File: src/rtl/tl45_pkg.sv
// Shared TL45 operand-fetch definitions: opcode constants, FSM states and the
// helper that tells which opcodes never claim their destination register.
package tl45_pkg;

    localparam logic [4:0] OPC_NOP = 5'h00;
    localparam logic [4:0] OPC_JMP = 5'h0C;
    localparam logic [4:0] OPC_LW  = 5'h15;

    typedef enum logic {
        RUN = 1'b0,
        HAZ = 1'b1
    } of_state_e;

    // Opcodes whose i_dr field must not mark a register busy at issue.
    function automatic logic ignore_dr(input logic [4:0] opc);
        return (opc == OPC_NOP) || (opc == OPC_JMP) || (opc == OPC_LW);
    endfunction

endpackage

File: src/rtl/tl45_operand_resolve.sv
// Combinational resolution of one source operand: immediate, register file
// value when not busy, else the lowest-index matching forward bus.
module tl45_operand_resolve
    import tl45_pkg::*;
#(
    parameter int XLEN  = 32,
    parameter int NREGS = 16,
    parameter int NFWD  = 2,
    localparam int REG_AW = $clog2(NREGS)
) (
    input  logic [REG_AW-1:0]      i_src,
    input  logic                   i_use_imm,
    input  logic [XLEN-1:0]        i_imm,
    input  logic [XLEN-1:0]        i_rf_data,
    input  logic [NREGS-2:0]       i_busylist,
    input  logic [NFWD-1:0]        i_fwd_valid,
    input  logic [NFWD*REG_AW-1:0] i_fwd_reg,
    input  logic [NFWD*XLEN-1:0]   i_fwd_data,
    output logic [XLEN-1:0]        o_value,
    output logic                   o_resolved
);

    // r0 is never busy, so slot 0 of the widened vector is tied low.
    logic [NREGS-1:0] busy_vec;
    assign busy_vec = {i_busylist, 1'b0};

    always_comb begin
        o_value    = '0;
        o_resolved = 1'b0;
        if (i_use_imm) begin
            o_value    = i_imm;
            o_resolved = 1'b1;
        end else if (!busy_vec[i_src]) begin
            o_value    = i_rf_data;
            o_resolved = 1'b1;
        end else begin
            // Scan downwards so the lowest matching bus is the last writer.
            for (int j = NFWD - 1; j >= 0; j--) begin
                if (i_fwd_valid[j] && (i_fwd_reg[j*REG_AW +: REG_AW] == i_src)) begin
                    o_value    = i_fwd_data[j*XLEN +: XLEN];
                    o_resolved = 1'b1;
                end
            end
        end
    end

endmodule

File: src/rtl/tl45_operand_fetch.sv
// TL45 register-read stage: resolves operands, bubbles on hazards, claims dest.
// Define TL45_OPFETCH_PERF_EN to add the o_haz_cycles HAZ-cycle counter.
module tl45_operand_fetch
    import tl45_pkg::*;
#(
    parameter int XLEN  = 32,
    parameter int NREGS = 16,
    parameter int NFWD  = 2,
    parameter int OPC_W = 5,
    localparam int REG_AW = $clog2(NREGS)
) (
    input  logic                   i_clk,
    input  logic                   i_reset,
    input  logic                   i_pipe_stall,
    output logic                   o_pipe_stall,
    input  logic                   i_pipe_flush,
    output logic                   o_pipe_flush,
    input  logic [OPC_W-1:0]       i_opcode,
    input  logic                   i_ri,
    input  logic [REG_AW-1:0]      i_dr,
    input  logic [REG_AW-1:0]      i_sr1,
    input  logic [REG_AW-1:0]      i_sr2,
    input  logic [XLEN-1:0]        i_imm,
    input  logic [XLEN-1:0]        i_pc,
    output logic [REG_AW-1:0]      o_dprf_read_a1,
    output logic [REG_AW-1:0]      o_dprf_read_a2,
    input  logic [XLEN-1:0]        i_dprf_d1,
    input  logic [XLEN-1:0]        i_dprf_d2,
    output logic [REG_AW-1:0]      o_dprf_setbusy,
    input  logic [NREGS-2:0]       i_dprf_busylist,
    input  logic [NFWD-1:0]        i_fwd_valid,
    input  logic [NFWD*REG_AW-1:0] i_fwd_reg,
    input  logic [NFWD*XLEN-1:0]   i_fwd_data,
    output logic [OPC_W-1:0]       o_opcode,
    output logic [REG_AW-1:0]      o_dr,
    output logic [XLEN-1:0]        o_sr1_val,
    output logic [XLEN-1:0]        o_sr2_val,
    output logic [XLEN-1:0]        o_pc,
`ifdef TL45_OPFETCH_PERF_EN
    output logic [31:0]            o_haz_cycles,
`endif
    output logic                   o_hazard
);

    logic [XLEN-1:0] src1_val, src2_val;
    logic            src1_ok, src2_ok;
    logic            need_haz;
    logic            issue;

    of_state_e         state_q,   state_d;
    logic [OPC_W-1:0]  opcode_q,  opcode_d;
    logic [REG_AW-1:0] dr_q,      dr_d;
    logic [XLEN-1:0]   sr1_val_q, sr1_val_d;
    logic [XLEN-1:0]   sr2_val_q, sr2_val_d;
    logic [XLEN-1:0]   pc_q,      pc_d;

    tl45_operand_resolve #(.XLEN(XLEN), .NREGS(NREGS), .NFWD(NFWD)) u_res1 (
        .i_src(i_sr1), .i_use_imm(1'b0), .i_imm(i_imm), .i_rf_data(i_dprf_d1),
        .i_busylist(i_dprf_busylist), .i_fwd_valid(i_fwd_valid),
        .i_fwd_reg(i_fwd_reg), .i_fwd_data(i_fwd_data),
        .o_value(src1_val), .o_resolved(src1_ok)
    );

    tl45_operand_resolve #(.XLEN(XLEN), .NREGS(NREGS), .NFWD(NFWD)) u_res2 (
        .i_src(i_sr2), .i_use_imm(i_ri), .i_imm(i_imm), .i_rf_data(i_dprf_d2),
        .i_busylist(i_dprf_busylist), .i_fwd_valid(i_fwd_valid),
        .i_fwd_reg(i_fwd_reg), .i_fwd_data(i_fwd_data),
        .o_value(src2_val), .o_resolved(src2_ok)
    );

    assign need_haz       = (i_opcode != '0) && !(src1_ok && src2_ok);
    assign o_pipe_stall   = i_pipe_stall | (need_haz && !i_pipe_flush);
    assign o_pipe_flush   = i_pipe_flush;
    assign o_dprf_read_a1 = i_sr1;
    assign o_dprf_read_a2 = i_sr2;

    always_comb begin
        state_d   = state_q;
        opcode_d  = opcode_q;
        dr_d      = dr_q;
        sr1_val_d = sr1_val_q;
        sr2_val_d = sr2_val_q;
        pc_d      = pc_q;
        issue     = 1'b0;
        if (i_pipe_flush) begin
            state_d   = RUN;
            opcode_d  = '0;
            dr_d      = '0;
            sr1_val_d = '0;
            sr2_val_d = '0;
            pc_d      = '0;
        end else begin
            case (state_q)
                RUN: begin
                    if (!i_pipe_stall && need_haz) begin
                        state_d   = HAZ;
                        opcode_d  = '0;
                        dr_d      = '0;
                        sr1_val_d = '0;
                        sr2_val_d = '0;
                        pc_d      = '0;
                    end else if (!i_pipe_stall) begin
                        issue = 1'b1;
                    end
                end
                HAZ: begin
                    // Outputs already hold the bubble; only leave on a clean issue.
                    if (!need_haz && !i_pipe_stall) begin
                        state_d = RUN;
                        issue   = 1'b1;
                    end
                end
                default: state_d = RUN;
            endcase
            if (issue) begin
                opcode_d  = i_opcode;
                dr_d      = i_dr;
                sr1_val_d = src1_val;
                sr2_val_d = src2_val;
                pc_d      = i_pc;
            end
        end
    end

    always_ff @(posedge i_clk) begin
        if (i_reset) begin
            state_q   <= RUN;
            opcode_q  <= '0;
            dr_q      <= '0;
            sr1_val_q <= '0;
            sr2_val_q <= '0;
            pc_q      <= '0;
        end else begin
            state_q   <= state_d;
            opcode_q  <= opcode_d;
            dr_q      <= dr_d;
            sr1_val_q <= sr1_val_d;
            sr2_val_q <= sr2_val_d;
            pc_q      <= pc_d;
        end
    end

    assign o_dprf_setbusy = (issue && !i_reset && !ignore_dr(5'(i_opcode))) ? i_dr : '0;

    assign o_opcode  = opcode_q;
    assign o_dr      = dr_q;
    assign o_sr1_val = sr1_val_q;
    assign o_sr2_val = sr2_val_q;
    assign o_pc      = pc_q;
    assign o_hazard  = (state_q == HAZ);

`ifdef TL45_OPFETCH_PERF_EN
    logic [31:0] haz_cycles_q, haz_cycles_d;

    // Saturating; flush deliberately does not clear it.
    always_comb begin
        haz_cycles_d = haz_cycles_q;
        if ((state_q == HAZ) && (haz_cycles_q != 32'hFFFF_FFFF)) begin
            haz_cycles_d = haz_cycles_q + 32'd1;
        end
    end

    always_ff @(posedge i_clk) begin
        if (i_reset) begin
            haz_cycles_q <= '0;
        end else begin
            haz_cycles_q <= haz_cycles_d;
        end
    end

    assign o_haz_cycles = haz_cycles_q;
`endif

endmodule

File: config.mk
export PLATFORM = sky130hd
export DESIGN_NAME = tl45_operand_fetch
export DESIGN_NICKNAME = d
export VERILOG_FILES = /design/src/rtl/tl45_pkg.sv /design/src/rtl/tl45_operand_resolve.sv /design/src/rtl/tl45_operand_fetch.sv
export SDC_FILE = /design/constraint.sdc
export NUM_CORES = 1
export LEC_CHECK = 0
export ABC_AREA = 1
export CAP_MARGIN = 30
export CORE_MARGIN = 8
export CORE_UTILIZATION = 41
export DETAILED_ROUTE_END_ITERATION = 8
export DONT_BUFFER_PORTS = 1
export SYNTH_ARGS = -nofsm -noshare
export SYNTH_HDL_FRONTEND = slang
export SYNTH_HIERARCHICAL = 1
export SYNTH_SLANG_ARGS = --single-unit
File: constraint.sdc
create_clock -name i_clk -period 3.3 [get_ports i_clk]
set_clock_uncertainty 0.15 [all_clocks]
set_input_delay 0.825 -clock i_clk [delete_from_list [all_inputs] [get_ports i_clk]]
set_output_delay 0.825 -clock i_clk [all_outputs]
set_load 0.02 [all_outputs]
==> metrics.md <==
| Metric | Value |
|---|---|
| CORE AREA | 19500 um^2 |
| Hold Violations, Final | 0 |
| Die area | 24700 um^2 |
| Largest net degree at the start of global routing | 101 |
| Die Wd | 157 um |
| P per Cell Area | 405 nW/um^2 |
| Status | finished clean |
| # IOs | 359 |
| Slowest stage cell, crit path | nand2_4 |
| Clk root buf | clkbuf_16 |
| Final ANT Viol Nets | 0 |
| FMAX | 317 MHz |
| Ys Warns | 6 |
| Crit. Startpoint | i_sr1[0] |
| Hold Path Class | reg2reg |
| Worst slew pin tran | 828 ps |
| Setup Buffers After CTS | 0 |
| Leakage power | 0.00404 uW |
| Skew-Pair Late Insertion Delay | 350 ps |
| CTS tree | yes |
| Residual DRC | 0 |
| Commonest non-fill, non-tap cell in the layout | nand2_1 |
| Number of I/O port buffers | 0 |
| Crit. End Element | output pin |
| Die height | 157 um |
| Initial drt markers | 947 |
| Min cycle time layout | 3160 ps |
| Initial antenna violation count | 0 |
| Hold_sp | o_pc[30]$_SDFFE_PP0P_ |
| Final setup TNS | 0 ps |
| Setup violators final | 0 |
| Vias in the first global route | 8765 |
| Bufs and invs on worst path | 3 |
| Register area share after synthesis | 26.0% |
| Unrepaired setup endpoints after global routing | no |
| Max FO, Critical Path | 12 |
| Period utilisation layout | 95.7% |
| H-tree lvl count | 3 |
| Via count | 9164 |
| Clk sink count | 106 |
| Most frequent cells in the layout | 549 x nand2_1, 200 x nand3_1, 140 x inv_1 |
| Placement Rows | 51 |
| CP arrival | 2180 ps |
| Clk pin slew, worst setup/hold paths | 70 ps |
| Setup crit start kind | input pin |
| Crit-path max cell delay | 170 ps |
| Netlist cell types | 24 |
| Register area | 2120 um^2 |
| All-Layer GR Usage | 27.5% |
| Global-route wire length before repair | 52700 um |
| Worst path required time | 2320 ps |
| Slew HR | 44.8% |
| CP delay by family, top | simple AND/OR/NAND/NOR gates |
| Layout Nets | 1571 |
| Pre-antenna DRT Iters | 8 |
| Mapped Area | 8170 um^2 |
| Fin area | 8340 um^2 |
| VDD IR-drop max | 0.000290 V |
| Final wirelength | 35100 um |
| Most used cell, CP | nand3_1 |
| CTS Buffer Depth | 2 |
| Placer Congestion | 0.929 |
| Final HPWL DP | 24700 um |
| Syn Nets | 1651 |
| Gr ovfl total | 0 |
| Layout area overhead | 2.11% |
| Max-slew violation count | 0 |
| Max-Cap Viols | 0 |
| Critical Path, Cell by Cell | inv_2 > nand2_1 > nand3_1 > nand3_1 > nand3_1 > nand2_2 > inv_2 > nand4_1 > nand2_2 > nand2_4 > nand3_1 > nor2_1 > buf_4 |
| Avg Inst Size Synth | 5.78 um^2 |
| WL/cell | 21.9 um |
| Layout cells sized above 1 | 6.51% |
| DP Area | 8040 um^2 |
| Vias per cell | 5.72 |
| Antenna cell count | 0 |
| Fillcell total | 2210 |
| Number of synthesized register bits | 106 |
| Multi-input logic area | 4720 um^2 |
| Setup CP Type | in2out |
| Gate count of the mapped netlist | 1412 |
| CTS buffer count | 9 |
| Starting Density | 41.8% |
-- logic make-up after synthesis --
family | Yosys count | synth area share (%)
buf+inv | 279 | 16.4
other cells | 1 | 0.0459
flops | 106 | 26.0
compound gates | 112 | 6.96
simple gates | 912 | 50.4
xor+xnor | 2 | 0.215
-- synth_stat cells, drive strengths merged --
| master | instances | area share [%] |
|---|---|---|
| buf | 91 | 7.8 |
| inv | 155 | 7.1 |
| nand2 | 558 | 26 |
| a21oi | 106 | 6.5 |
| o21ai | 6 | 0.46 |
| conb | 1 | 0.046 |
| clkbuf | 32 | 1.5 |
| nor2 | 20 | 1.7 |
| nand3b | 1 | 0.092 |
| nand4 | 130 | 10 |
| xor2 | 2 | 0.21 |
| nand3 | 203 | 13 |
| clkinv | 1 | 0.046 |
| dfxtp | 106 | 26 |
-- worst paths after layout --
path / endpoint / slack [ps] / cells after the start
worst max-delay path: o_dprf_setbusy[2] / 140 / 13
worst min-delay path: o_pc[30]$_SDFFE_PP0P_ / 420 / 2
worst max register to register: o_pc[22]$_SDFFE_PP0P_ / 1670 / 5
worst min register to register: o_pc[30]$_SDFFE_PP0P_ / 420 / 2
-- sequential cells by signal, indices dropped and copies added (netlist names), named ones only --
signal and cells:
o_opcode 5, o_dr 4, o_sr1_val 32, o_sr2_val 32, o_pc 32
-- final cells by class --
cell class                      instances  area share (%)
Sequential cell                       106            25.4
Clock buffer                           10            2.87
Clock inverter                          6           0.705
Multi-Input combinational cell       1027            56.6
Tap cell                              265            3.98
Inverter                              156            7.05
Timing Repair Buffer                   32            3.33
-- worst reg2reg max path: stages (launching register included) --
cell,delay (ps)
dfxtp_1,490
nand3_1,170
nand2_4,250
buf_4,270
nand2_1,70
a21oi_1,140
-- what timing repair did --
action	CTS	global route
hold buffers	0	0
endpoints found under the setup margin	0	4
resized for setup	0	1
-- per-stage QoR --
step / instances / power [uW] / hold WS [ps] / utilization, % / setup WS [ps]
3_5_place_dp: 1586 / 2310 / 407 / 41.2 / 81.8
6_report: 1602 / 3380 / 417 / 42.7 / 143
3_3_place_gp: 1586 / 2310 / 402 / 41.2 / 130
4_1_cts: 1602 / 3400 / 419 / 42.7 / 79.2
2_1_floorplan: 1412 / 2140 / 386 / - / 0.865
5_1_grt: 1602 / 3570 / 438 / 42.7 / 19.1
-- metal layers --
metal / GRT usage [%] / part of all wire, % / wire length [um] / vias to the layer above
li1: - / - / - / 4392
met1: 31.9 / 37 / 12900 / 4206
met2: 46.5 / 48 / 16800 / 505
met3: 10.2 / 13 / 4460 / 61
met4: 7.71 / 2.4 / 842 / 0
met5: 0 / 0 / 0 / -
-- power by group --
group          total [uW]  internal [uW]  switching [uW]  leakage (uW)
Clock                1070            549             524      0.000143
Combinational         906            250             657       0.00304
Sequential           1400           1320            81.7      0.000859
Power figures use the tool's default switching activity.
